--- src/rtl/pc_fetch_ctrl_pkg.sv ---
// pc_fetch_ctrl_pkg: shared definitions for the fetch-stage controller.
// Holds the fetch FSM state encoding, the reset and jump enable levels, and
// the redirect-source priority encoding used by pc_redirect_sel.
package pc_fetch_ctrl_pkg;

    // Fetch handshake states: idle, request on the bus, waiting for response
    typedef enum logic [1:0] {
        IDLE = 2'd0,
        REQ  = 2'd1,
        WAIT = 2'd2
    } fetch_state_e;

    // Active level of the asynchronous reset
    localparam logic RST_ENABLE  = 1'b0;
    // Level of pc_jump_en_o that makes the PC register load pc_jump_addr_o
    localparam logic JUMP_ENABLE = 1'b1;

    // Redirect sources, trap highest priority, then EX branch, then ID jump
    typedef enum logic [1:0] {
        REDIR_NONE = 2'd0,
        REDIR_JMP  = 2'd1,
        REDIR_BR   = 2'd2,
        REDIR_TRAP = 2'd3
    } redir_src_e;

    // Picks the winning redirect source from the three request lines
    function automatic redir_src_e redir_winner(input logic trap_en,
                                                input logic br_en,
                                                input logic jmp_en);
        redir_src_e src;
        if (trap_en)     src = REDIR_TRAP;
        else if (br_en)  src = REDIR_BR;
        else if (jmp_en) src = REDIR_JMP;
        else             src = REDIR_NONE;
        return src;
    endfunction

endpackage

--- src/rtl/pc_redirect_sel.sv ---
// pc_redirect_sel: combinational priority select of the redirect target and
// the pipeline flush requests for the fetch controller.
// With PC_FETCH_CTRL_MISALIGN_EN defined it also flags a winning target whose
// two low address bits are not zero.
module pc_redirect_sel
    import pc_fetch_ctrl_pkg::*;
#(
    parameter int ADDR_W = 32
) (
    input  logic              trap_en,
    input  logic [ADDR_W-1:0] trap_addr,
    input  logic              br_en,
    input  logic [ADDR_W-1:0] br_addr,
    input  logic              jmp_en,
    input  logic [ADDR_W-1:0] jmp_addr,
    output logic              redir,
    output logic [ADDR_W-1:0] target,
    output logic              flush_ifid,
`ifdef PC_FETCH_CTRL_MISALIGN_EN
    output logic              misalign,
`endif
    output logic              flush_idex
);

    redir_src_e src;

    // Select the winning target; trap and branch also squash ID/EX
    always_comb begin
        src        = redir_winner(trap_en, br_en, jmp_en);
        target     = '0;
        case (src)
            REDIR_TRAP: target = trap_addr;
            REDIR_BR:   target = br_addr;
            REDIR_JMP:  target = jmp_addr;
            default:    target = '0;
        endcase
        redir      = (src != REDIR_NONE);
        flush_ifid = redir;
        flush_idex = trap_en | br_en;
`ifdef PC_FETCH_CTRL_MISALIGN_EN
        misalign   = redir & (target[1:0] != 2'b00);
`endif
    end

endmodule

--- src/rtl/pc_fetch_ctrl.sv ---
// pc_fetch_ctrl: fetch-stage controller. Drives the PC register (load/hold/
// increment), runs a one-outstanding req/gnt/rvalid fetch handshake and keeps
// a one-entry instruction buffer for IF/ID, killing responses made stale by a
// redirect.
// Optional feature: define PC_FETCH_CTRL_MISALIGN_EN to add misalign_o; a
// misaligned winning redirect target then holds the PC instead of loading it.
module pc_fetch_ctrl
    import pc_fetch_ctrl_pkg::*;
#(
    parameter int ADDR_W = 32,
    parameter int INST_W = 32
) (
    input  logic              clk,
    input  logic              rst_n,
    input  logic [ADDR_W-1:0] pc_addr_i,
    output logic              pc_jump_en_o,
    output logic [ADDR_W-1:0] pc_jump_addr_o,
    input  logic              trap_en_i,
    input  logic [ADDR_W-1:0] trap_addr_i,
    input  logic              br_en_i,
    input  logic [ADDR_W-1:0] br_addr_i,
    input  logic              jmp_en_i,
    input  logic [ADDR_W-1:0] jmp_addr_i,
    input  logic              stall_i,
    output logic              if_req_o,
    output logic [ADDR_W-1:0] if_addr_o,
    input  logic              if_gnt_i,
    input  logic              if_rvalid_i,
    input  logic [INST_W-1:0] if_rdata_i,
    output logic              inst_valid_o,
    output logic [INST_W-1:0] inst_o,
    output logic [ADDR_W-1:0] inst_pc_o,
    output logic              flush_ifid_o,
`ifdef PC_FETCH_CTRL_MISALIGN_EN
    output logic              misalign_o,
`endif
    output logic              flush_idex_o
);

    logic              redir;
    logic [ADDR_W-1:0] redir_target;
    logic              redir_flush_ifid;
    logic              redir_flush_idex;
`ifdef PC_FETCH_CTRL_MISALIGN_EN
    logic              redir_misalign;
`endif

    fetch_state_e      state;
    fetch_state_e      state_nxt;
    logic              kill;
    logic              buf_vld;
    logic [INST_W-1:0] buf_inst;
    logic [ADDR_W-1:0] buf_pc;
    logic [ADDR_W-1:0] req_addr;

    logic              rst_inactive;
    logic              buf_consumed;
    logic              launch_ok;
    logic              launch;
    logic              rsp_take;

    pc_redirect_sel #(
        .ADDR_W (ADDR_W)
    ) u_redirect_sel (
        .trap_en    (trap_en_i),
        .trap_addr  (trap_addr_i),
        .br_en      (br_en_i),
        .br_addr    (br_addr_i),
        .jmp_en     (jmp_en_i),
        .jmp_addr   (jmp_addr_i),
        .redir      (redir),
        .target     (redir_target),
        .flush_ifid (redir_flush_ifid),
`ifdef PC_FETCH_CTRL_MISALIGN_EN
        .misalign   (redir_misalign),
`endif
        .flush_idex (redir_flush_idex)
    );

    assign rst_inactive = (rst_n != RST_ENABLE);

    // The buffer drains whenever the pipeline is not held, so a new fetch may
    // start in the same cycle the buffered instruction leaves.
    assign buf_consumed = buf_vld & ~stall_i;
    assign launch_ok    = ~stall_i & ~redir & (~buf_vld | buf_consumed);

    // A response is kept only if no redirect has overtaken it
    assign rsp_take     = (state == WAIT) & if_rvalid_i & ~kill & ~redir;

    // Next-state logic of the fetch handshake and the launch strobe
    always_comb begin
        state_nxt = state;
        launch    = 1'b0;
        case (state)
            IDLE: begin
                if (launch_ok) begin
                    launch    = 1'b1;
                    state_nxt = REQ;
                end
            end
            REQ: begin
                if (if_gnt_i) state_nxt = WAIT;
            end
            WAIT: begin
                if (if_rvalid_i) begin
                    if (launch_ok) begin
                        launch    = 1'b1;
                        state_nxt = REQ;
                    end else begin
                        state_nxt = IDLE;
                    end
                end
            end
            default: state_nxt = IDLE;
        endcase
    end

    // PC control: redirect loads the target, launch lets the PC increment,
    // every other cycle reloads the current PC to hold it
    always_comb begin
        pc_jump_en_o   = JUMP_ENABLE;
        pc_jump_addr_o = pc_addr_i;
        if (!rst_inactive) begin
            pc_jump_en_o = ~JUMP_ENABLE;
        end else if (redir) begin
`ifdef PC_FETCH_CTRL_MISALIGN_EN
            if (!redir_misalign) pc_jump_addr_o = redir_target;
`else
            pc_jump_addr_o = redir_target;
`endif
        end else if (launch) begin
            pc_jump_en_o = ~JUMP_ENABLE;
        end
    end

    // Fetch FSM state register
    always_ff @(posedge clk or negedge rst_n) begin
        if (!rst_n) state <= IDLE;
        else        state <= state_nxt;
    end

    // Kill marks the in-flight fetch as stale after a redirect
    always_ff @(posedge clk or negedge rst_n) begin
        if (!rst_n) begin
            kill <= 1'b0;
        end else begin
            case (state)
                REQ:  if (redir) kill <= 1'b1;
                WAIT: begin
                    if (if_rvalid_i) kill <= 1'b0;
                    else if (redir)  kill <= 1'b1;
                end
                default: kill <= kill;
            endcase
        end
    end

    // Capture the PC of each launched request; held on the bus until granted
    always_ff @(posedge clk or negedge rst_n) begin
        if (!rst_n)      req_addr <= '0;
        else if (launch) req_addr <= pc_addr_i;
    end

    // One-entry instruction buffer: redirect clears, refill wins over drain
    always_ff @(posedge clk or negedge rst_n) begin
        if (!rst_n) begin
            buf_vld  <= 1'b0;
            buf_inst <= '0;
            buf_pc   <= '0;
        end else if (redir) begin
            buf_vld  <= 1'b0;
        end else if (rsp_take) begin
            buf_vld  <= 1'b1;
            buf_inst <= if_rdata_i;
            buf_pc   <= req_addr;
        end else if (!stall_i) begin
            buf_vld  <= 1'b0;
        end
    end

    assign if_req_o     = (state == REQ);
    assign if_addr_o    = req_addr;
    assign inst_valid_o = buf_vld;
    assign inst_o       = buf_inst;
    assign inst_pc_o    = buf_pc;
    assign flush_ifid_o = rst_inactive & redir_flush_ifid;
    assign flush_idex_o = rst_inactive & redir_flush_idex;
`ifdef PC_FETCH_CTRL_MISALIGN_EN
    assign misalign_o   = rst_inactive & redir_misalign;
`endif

endmodule

--- config.mk ---
export PLATFORM = sky130hd
export DESIGN_NAME = pc_fetch_ctrl
export DESIGN_NICKNAME = d
export VERILOG_FILES = /design/src/rtl/pc_fetch_ctrl_pkg.sv /design/src/rtl/pc_redirect_sel.sv /design/src/rtl/pc_fetch_ctrl.sv
export SDC_FILE = /design/constraint.sdc
export NUM_CORES = 1
export LEC_CHECK = 0
export CORE_MARGIN = 1.5
export CORE_UTILIZATION = 32
export CTS_BUF_LIST = sky130_fd_sc_hd__clkbuf_4 sky130_fd_sc_hd__clkbuf_8 sky130_fd_sc_hd__clkbuf_16
export DETAILED_ROUTE_END_ITERATION = 16
export GPL_TIMING_DRIVEN = 0
export PLACE_DENSITY_LB_ADDON = 0.15
export SLEW_MARGIN = 20
export SYNTH_ARGS = -nofsm -noshare
export SYNTH_HDL_FRONTEND = slang
export SYNTH_HIERARCHICAL = 1
export SYNTH_SLANG_ARGS = --single-unit
--- constraint.sdc ---
create_clock -name clk -period 4.2 [get_ports clk]
set_clock_uncertainty 0.15 [all_clocks]
set_input_delay 0.42 -clock clk [delete_from_list [all_inputs] [get_ports clk]]
set_output_delay 0.42 -clock clk [all_outputs]
set_load 0.01 [all_outputs]
==> out/metrics.cfg, run 1 <==
[status]
outcome = completed

[detailed_routing]
ant_nets = 0
wire_per_inst_um = 18.5
num_vias = 4530
routed_via_density = 4.75
firstDrtPassIters = 4
route.detailed.drc = 0
drt_iter0_markers = 121
routed_wl_um = 17600

[worst_setup_path]
r2r_slack_ns = 2.10
path_class = in2out
cp.depth = 7
path_buf_inv = 5
cp-end-kind = output port
critPathTopFamily = buffers and inverters
path_cells = dlygate4sd3_1 -> buf_6 -> buf_16 -> nand2_1 -> buf_2 -> mux2_2 -> clkdlybuf4s50_1
cp_data_required_time_ns = 3.63
r2r_cells = 7
cp_max_fo = 54
crit_slowest_cell = clkdlybuf4s50_1
slowest_delay_ns = 0.57
crit_arrival_ns = 3.07
r2r_end = inst_pc_o[13]$_DFFE_PN0P_
rr_startpoint = state[0]$_DFFE_PN0P_
worstSetupStartpointType = primary input

[synth]
synth_cell_types = 31
async_flop_share_pct = 100
synth.net_count = 592
synthTopCellsByCount = 127 x mux2_2, 100 x dfrtp_1, 44 x a21oi_1
synth-simple-area-share_pct = 11.5
syn_area_per_cell_um2 = 12.8
synth_compound_area_share_pct = 8.67
synth_xor_area_share_pct = 0
muxShareOfSynthArea_pct = 27.1
synth_area_leaders = dfrtp_1 47%, mux2_2 27%, a21oi_1 4.1%
ys_warn_count = 6
synth_area_um2 = 5370
synth_edf_count = 0
synth_seq_cells = 100
synth_top_family_by_area = multiplexers
synth_top_area_share_pct = 46.6
yosysMostFrequentCell = mux2_2
synth_fa_ha_area_share_pct = 1.16
synth-main-ff-cell = dfrtp_1
netlist_instances = 419
synth_top_area_cell = dfrtp_1
synth_seq_area_share_pct = 46.6

[sta]
finalHoldViolCount = 0
timing.hold.ws_ns = 0.357
relSlewSlack_pct = 65.3
period_minus_slack_ns = 3.64
max_freq_ghz = 0.274
setup_violations = 0
worstMarginPinSlew_ns = 0.521
period_share_pct = 86.8
rsz0062_at_grt = no
drv_slew = 0

[die]
io_pins = 301
coreArea_um2 = 16500
die_x_um = 133
rows = 47
start_util_pct = 32.6
die_area_um2 = 17600
dieHeight_um = 133

[pwr]
ir_worst_vdd_mv = 0.197
pwr-share-comb_pct = 38.1
p_switching_mw = 1.03
pwr-share-clk_pct = 23.1
power_density_nw_per_um2 = 388
swShare_pct = 29.8
internal-power_mw = 2.43
pwr-share-seq_pct = 38.9
power_mw = 3.47
leakagePower_nw = 3.77

[finish]
antennaDiodeCount = 0
num-fill-cells = 1413
nets = 902
drive_gt1_share_pct = 28.1
multiInputGateArea_um2 = 2600
syn2layout_area_growth_pct = 66.4
post-route-util_pct = 54.3
regArea_um2 = 2500

[global_routing]
grt_pass1_vias = 4872
grt_pass1_wl_um = 26900
antenna_found_initial = 0
grt_usage_pct = 19.9
grt_overflow_total = 0
grt_max_degree = 55

[place]
dp_hpwl_um = 13700
gp_congestion = 0.809
port_buffers = 297

[clock_network]
clock_latency_ns = 0.34
cts_buffer_depth = 2
postCtsSetupBuffers = 0
cts_buffers = 9
ctsHtreeMaxLevel = 3
cts_tree = built
clk_pin_slew_ns = 0.07
cts.sinks = 100
cts_root_buf = clkbuf_16

[worst_hold_path]
worstHoldPathType = reg2reg
hold_depth = 1
hold_end = inst_pc_o[1]$_DFFE_PN0P_
min_from = inst_pc_o[1]$_DFFE_PN0P_

[flow_run]
max_cap_viol_count = 0

final cells by class:
cell class                 count  area share, %
timing repair buffer         299           33.7
multi-input combinational    285           29.1
clock buffer                   9           2.52
buffer                        32           2.91
tap                          220           3.08
clock inverter                 7          0.630
sequential                   100           28.0
inverter                       2         0.0840
metal layers:
layer / up-vias / track usage (%) / share of wire [%]
met5: - / 0 / 0
met2: 173 / 35.9 / 51
met1: 2217 / 22.6 / 39
met4: 0 / 6.53 / 2.0
li1: 2120 / - / -
met3: 20 / 5.67 / 7.2
worst max path at each step:
stage / start / end / slack (ns)
final: rst_n / pc_jump_addr_o[9] / 0.56
after global routing: rst_n / pc_jump_addr_o[9] / 0.32
after CTS: rst_n / pc_jump_addr_o[9] / 0.45
after detailed placement: rst_n / pc_jump_addr_o[9] / 1.02
after global placement: rst_n / pc_jump_addr_o[9] / -2.97
after floorplan: br_en_i / pc_jump_addr_o[0] / 1.85
power by group through the flow:
stage | Sequential, mW | Combinational (mW) | Clock, mW
5_1_grt | 1.38 | 1.41 | 0.879
3_3_place_gp | 1.35 | 1.31 | 0
6_report | 1.35 | 1.32 | 0.800
3_5_place_dp | 1.37 | 1.33 | 0
2_1_floorplan | 1.45 | 0.413 | 0
4_1_cts | 1.35 | 1.34 | 0.836
cell usage in the layout (no fill, tap or decap), types with 3 or more instances in the layout:
| cell type | n |
|---|---|
| clkdlybuf4s50_1 | 296 |
| mux2_2 | 127 |
| dfrtp_1 | 100 |
| a21oi_1 | 44 |
| nor2b_1 | 35 |
| nand3b_1 | 25 |
| a21oi_2 | 22 |
| buf_4 | 11 |
| buf_6 | 10 |
| clkbuf_16 | 9 |
| nand3b_4 | 7 |
| buf_2 | 6 |
| ha_1 | 5 |
| nand2_1 | 3 |
| inv_6 | 3 |
| clkbuf_1 | 3 |
what timing repair did:
action,CTS,global route
hold endpoints to repair,50,0
gates resized for setup,0,0
hold buffers,1,0
through the flow:
step / instance area [µm²] / setup TNS, ns / instances / setup WS, ns
2_1_floorplan: 5370 / 0 / 419 / 1.85
3_3_place_gp: 8620 / -229.78 / 936 / -2.97
3_5_place_dp: 8650 / 0 / 937 / 1.02
4_1_cts: 8940 / 0 / 954 / 0.445
5_1_grt: 8940 / 0 / 954 / 0.318
6_report: 8940 / 0 / 954 / 0.555
state kept, by name, indices dropped and copies added (netlist names):
register	cells
if_addr_o	32
inst_o	32
inst_pc_o	32
inst_valid_o	1
kill	1
state	2
cell families (layout without fill, tap and decap cells):
family	Yosys count	in the layout
compound gates	73	73
simple gates	78	78
fa+ha+maj	5	5
flops	100	100
mux	129	129
buf+inv	34	349
Note: power is estimated with default switching activity, not from simulation.
==> run 2: changes to the inputs <==
--- a/config.mk
+++ b/config.mk
@@ -5,6 +5,7 @@
 export SDC_FILE = /design/constraint.sdc
 export NUM_CORES = 1
 export LEC_CHECK = 0
+export CAP_MARGIN = 10
 export CORE_MARGIN = 1.5
 export CORE_UTILIZATION = 32
 export CTS_BUF_LIST = sky130_fd_sc_hd__clkbuf_4 sky130_fd_sc_hd__clkbuf_8 sky130_fd_sc_hd__clkbuf_16
==> results of run 2 <==
Final layout, timing and power as in run 1 (identical DEF).
==> run 3: changes to the inputs <==
--- a/config.mk
+++ b/config.mk
@@ -5,6 +5,7 @@
 export SDC_FILE = /design/constraint.sdc
 export NUM_CORES = 1
 export LEC_CHECK = 0
+export ABC_AREA = 1
 export CAP_MARGIN = 10
 export CORE_MARGIN = 1.5
 export CORE_UTILIZATION = 32
==> run 3 against run 2 <==
Setup slack gained 0.36 ns. Sequential share of layout area fell by 0.090 points. Clock power grew 6.1%. Maximum frequency is 11% higher. Highest routed layer unchanged. Wire length rose by 7.1%. Largest power group is now combinational logic. Sequential power is 3% higher.
==> out/metrics.cfg, run 3 <==
[synth]
async_flop_share_pct = 100
synth_top_area_cell = dfrtp_1
synth_edf_count = 0
synth_seq_cells = 100
synth_cell_types = 23
synth_seq_area_share_pct = 46.6
synth.net_count = 842
synth_area_leaders = dfrtp_1 47%, nand2_1 9.8%, nand3_1 9.1%
netlist_instances = 669
yosysMostFrequentCell = nand2_1
synth_top_area_share_pct = 46.6
ys_warn_count = 6
synthTopCellsByCount = 140 x nand2_1, 107 x inv_1, 100 x dfrtp_1
syn_area_per_cell_um2 = 8.03
synth-main-ff-cell = dfrtp_1
synth_area_um2 = 5380

[sta]
drv_slew = 0
worstMarginPinSlew_ns = 0.492
setup_violations = 0
fin_setup_tns_ns = 0
rsz0062_at_grt = no
relSlewSlack_pct = 67.2
max_freq_ghz = 0.305
period_share_pct = 78.1
finalHoldViolCount = 0
period_minus_slack_ns = 3.28

[global_routing]
grt_overflow_total = 0
grt_pass1_vias = 5399
grt_usage_pct = 21.6
grt_pass1_wl_um = 29600
antenna_found_initial = 0
grt_max_degree = 65

[worst_setup_path]
crit_arrival_ns = 2.71
cp_data_required_time_ns = 3.63
slowest_delay_ns = 0.58
crit_slowest_cell = clkdlybuf4s50_1
path_class = in2out
cp-end-kind = output port
worstSetupStartpointType = primary input
cp_max_fo = 41
path_cells = dlygate4sd3_1 -> buf_6 -> nand2_1 -> buf_2 -> a21oi_1 -> clkdlybuf4s50_1

[detailed_routing]
dr_wl_met3_um = 1620
drt_iter0_markers = 278
routed_wl_um = 18900
num_vias = 5429
route.detailed.drc = 0
top_layer_used = met4
firstDrtPassIters = 5
dr_wl_met2_um = 9350
ant_nets = 0
routed_via_density = 4.51
wire_per_inst_um = 15.7
wl_met1_um = 7700

[die]
io_pins = 301
die_area_um2 = 17600
coreArea_um2 = 16500
rows = 47
die_x_um = 133
start_util_pct = 32.5
dieHeight_um = 133

[place]
gp_congestion = 0.988
dp_hpwl_um = 15300
placed_cell_area_um2 = 8650
port_buffers = 297

[clock_network]
cts_buffer_depth = 2
cts_tree = built
ctsHtreeMaxLevel = 3
clock_latency_ns = 0.34
cts_buffers = 9
cts_root_buf = clkbuf_16
clk_pin_slew_ns = 0.07
cts.sinks = 100

[finish]
num-fill-cells = 1561
fin_area_um2 = 8970
drive_gt1_share_pct = 12.0
final_common_cell = clkdlybuf4s50_1
syn2layout_area_growth_pct = 66.8
antennaDiodeCount = 0
nets = 1152
final_cell_mix = 296 x clkdlybuf4s50_1, 140 x nand2_1, 107 x inv_1

[pwr]
ir_worst_vdd_mv = 0.198
leakagePower_nw = 4.20
power_density_nw_per_um2 = 412

[worst_hold_path]
worstHoldPathType = reg2reg

[status]
outcome = completed

[flow_run]
max_cap_viol_count = 0

## run 3: power breakdown
part	internal (mW)	leakage [nW]	switching (mW)
Clock	0.471	0.143	0.378
Sequential	1.21	1.34	0.186
Combinational	0.793	2.71	0.656
Total	2.47	4.20	1.22
## run 3: critical path, delay by kind of cell
kind | cells | cell delay (ns)
buffers and inverters | 4 | 1.74
AND/OR/NAND/NOR | 1 | 0.30
AO/OA/AOI/OAI | 1 | 0.23
## run 3: cell type report
type / count / area (µm²) / share of cell area, %
Buffer: 45 / 344 / 3.84
Clock buffer: 9 / 225 / 2.51
Clock inverter: 7 / 80.1 / 0.893
Inverter: 109 / 409 / 4.56
Multi-Input combinational cell: 415 / 2120 / 23.6
Sequential cell: 100 / 2500 / 27.9
Tap cell: 220 / 275 / 3.07
Timing Repair Buffer: 299 / 3010 / 33.6
## run 3: per-layer routing
metal / vias up / global-route usage (%)
met5: - / 0
met4: 0 / 5.01
met3: 15 / 6.25
met1: 2448 / 26.3
li1: 2730 / -
met2: 236 / 37.8
## run 3: final timing paths
kind / from / end / slack [ns] / cells after the start
min: inst_pc_o[30]$_DFFE_PN0P_ / inst_pc_o[30]$_DFFE_PN0P_ / 0.33 / 2
max in group asynchronous: rst_n / if_addr_o[18]$_DFFE_PN0P_ / 2.85 / 3
max reg2reg: state[0]$_DFFE_PN0P_ / if_addr_o[24]$_DFFE_PN0P_ / 2.40 / 8
min reg2reg: inst_pc_o[30]$_DFFE_PN0P_ / inst_pc_o[30]$_DFFE_PN0P_ / 0.33 / 2
min in group asynchronous: rst_n / inst_o[30]$_DFFE_PN0P_ / 0.40 / 2
max: rst_n / pc_jump_addr_o[14] / 0.92 / 6
## run 3: kinds of logic after synthesis
family,Yosys count,share of synthesized area [%]
mux,1,0.209
fa+ha+maj,5,1.16
flops,100,46.6
compound gates,132,15.8
buf+inv,154,14.0
simple gates,277,22.2
## run 3: what timing repair did
action | 4_1_cts | 5_1_grt
setup buffers | 0 | 0
hold buffers | 1 | 0
gates resized for setup | 0 | 0
hold endpoints to repair | 36 | 0
## run 3: per-stage QoR
| stage | std cells | worst slack (ns) | hold slack, ns | power, mW | utilization, % |
|---|---|---|---|---|---|
| after global routing | 1204 | 0.746 | 0.350 | 3.93 | 54.3 |
| after floorplan | 669 | 1.91 | -0.0256 | 1.98 | - |
| after detailed placement | 1187 | 1.06 | 0.203 | 2.87 | 52.4 |
| after CTS | 1204 | 0.857 | 0.335 | 3.74 | 54.3 |
| final | 1204 | 0.920 | 0.331 | 3.69 | 54.3 |
| after global placement | 1186 | -3.11 | 0.314 | 2.86 | 52.2 |
==> RTL edit: new RTL, settings of run 1 <==
Build with the macro `PC_FETCH_CTRL_MISALIGN_EN` defined.
--- a/src/rtl/pc_redirect_sel.sv
+++ b/src/rtl/pc_redirect_sel.sv
@@ -4,2 +4,4 @@
 // two low address bits are not zero.
+`define PC_FETCH_CTRL_MISALIGN_EN
+
 module pc_redirect_sel
Check against the original RTL (old outputs only; new: misalign_o): not equivalent (Yosys sat finds a counterexample within 4 cycles, from zero or initial values and one cycle with rst_n low).
==> RTL edit against run 1 <==
Register-to-register slack worse by 30 ps. Non-clock buffer count up 3. First-iteration DRC count down 7.4%. Sequential share of layout area rose by 0.22 points. Worst setup slack lost 320 ps. Hold slack got worse by 23 ps. Wire length shrank 2.1%. Synthesized area down 2.3%. Core utilization rose by 1.3 points. Final area down 0.78%. Total power shrank 1.7%. Sequential cell count did not move.
==> RTL edit: results (changes against run 1) <==
* Outcome: completed
* Post-synthesis mux area share at 0.277 (+0.00625)
* GPL Wtd Cong at 0.829 (+2.5%)
* Adder and majority gate portion of the synthesized area at 0.0119 (+0.000269)
* Final #Nets at 906 (+0.44%)
* Clock network latency to the later pin of the worst-skew pair at 340 ps (about the same)
* Placed Area at 8550 µm² (-1.1%)
* Drt pass-1 iters at 4 (unchanged)
* Peak supply drop at 0.189 mV (-4.2%)
* CTS Buf Count at 9 (unchanged)
* # Post-CTS Setup Buffers at 0 (unchanged)
* Worst slew margin at 0.598 (-0.0541)
* Largest net degree at the start of global routing at 64 (+16%)
* Initial antenna violation count at 0 (unchanged)
* Critical Path AT at 3390 ps (+320 ps)
* Max clock buf depth at 2 (unchanged)
* Vias in the first global route at 4658 (-4.4%)
* Via Count at 4511 (-0.42%)
* Fill cells at 1376 (-2.6%)
* P_sw at 0.985 mW (-4.5%)
* DR WL met2 at 8730 µm (-3.7%)
* Share of cells above drive strength 1 at 0.179 (-0.102)
* Initial drt markers at 112 (-7.4%)
* Min-Delay Startpoint: inst_pc_o[18]
* Post-Route M1 WL at 6730 µm (-3.2%)
* Setup TNS Final at 0 ps (unchanged)
* Post-synthesis sequential area ratio at 0.477 (+0.0108)
* Worst Path Max Fanout at 10 (-81%)
* Routed Wire Length at 17300 µm (-2.1%)
* Synth top area cells: dfrtp_1 (48%), mux2_2 (17%), mux2_1 (11%)
* Met3 WL at 1370 µm (+7.9%)
* Gr usage total at 0.197 (-0.00199)
* Top post-synthesis cells by count: dfrtp_1 (100), mux2_2 (77), mux2_1 (52), a21oi_1 (36), nand2_1 (32)
* Compound-Gate Fraction of Synth Area at 0.0720 (-0.0147)
* Antenna diode count at 0 (unchanged)
* Clk slew on worst S/H paths at 70 ps (about the same)
* Most used DFF post-synth: dfrtp_1
* Leak at 3.93 nW (+4.3%)
* First-pass GRT wire length at 25200 µm (-6.5%)
* DP Wirelength at 13700 µm (-0.18%)
* Synthesized Nets at 593 (+0.17%)
* CTS root buffer: clkbuf_16
* Distinct cell type count after synthesis at 35 (+13%)
* R2R Path Start: state[0]
* R2r setup slk at 2070 ps (-30 ps)
* Top sig layer: met4
* Fraction of registers with async set/reset at 1.00 (unchanged)
* PortBufs at 300 (+1.0%)
* XOR/XNOR Fraction of Synth Area at 0 (unchanged)
* Worst setup path startpoint: jmp_en_i
* Post-CTS resize count at 0 (unchanged)
[RTL edit: changes by cell type after synthesis, moves of 7 or more]
cell,delta
and3b_1,+25
nand2_1,+29
nor2b_1,-32
mux2_2,-50
nand3b_1,-22
mux2_1,+50
buf_4,-8
a21oi_1,-8
o21ai_1,+24
a21oi_2,-22
nand3b_4,-7
[RTL edit: layout make-up]
cell class	instances	area, µm²	area share
clock buffer	9	225	0.0254
inverter	4	15.0	0.00169
sequential	100	2500	0.282
tap	216	270	0.0305
buffer	32	334	0.0377
timing repair buffer	302	3040	0.343
multi-input combinational	284	2400	0.270
clock inverter	7	82.6	0.00931
[RTL edit: metal layers]
metal / track usage / vias to the layer above
met2: 0.355 / 196
met4: 0.0847 / 0
li1: - / 2143
met3: 0.0528 / 27
met5: 0 / -
met1: 0.218 / 2145
[RTL edit: power groups by stage]
stage	registers (mW)	logic (mW)	clock network (mW)
after detailed placement	1.35	1.23	0
after floorplan	1.43	0.350	0
after global placement	1.33	1.22	0
final	1.33	1.22	0.855
after global routing	1.37	1.30	0.919
after CTS	1.33	1.24	0.882
[RTL edit: critical path, cell delays in order]
cell and delay, ps:
clkdlybuf4s50_1 600, buf_4 270, or3_1 330, buf_4 150, buf_6 130, nand3b_1 250
buf_2 360, mux2_2 380, clkdlybuf4s50_1 500
[RTL edit: through the flow]
stage	hold slack [ps]	cells	setup slack, ps
floorplan	-25.6	420	1700
global placement	318	936	-3130
detailed placement	215	937	165
CTS	340	954	154
global route	353	954	98.8
finish	333	954	236
[RTL edit: worst paths after layout]
path                                 endpoint  cells after the start
max in group asynchronous       if_addr_o[26]                      3
min in group asynchronous       inst_pc_o[20]                      2
setup / recovery           pc_jump_addr_o[29]                      9
hold reg to reg                 inst_pc_o[18]                      1
setup reg to reg                 if_addr_o[0]                      6
hold / removal                  inst_pc_o[18]                      1
[RTL edit: kinds of logic (layout without fill, tap and decap cells)]
logic type	Yosys count	count (layout)
and+or+nand+nor	78	78
buffers and inverters	36	354
adders and majority gates	5	5
DFF	100	100
muxes	129	129
AOI/OAI and AO/OA	72	72
[RTL edit: repair_timing]
item                                    in CTS  in global routing
hold buffers                                 1                  0
endpoints found under the setup margin       0                  0
hold endpoints to repair                    42                  0
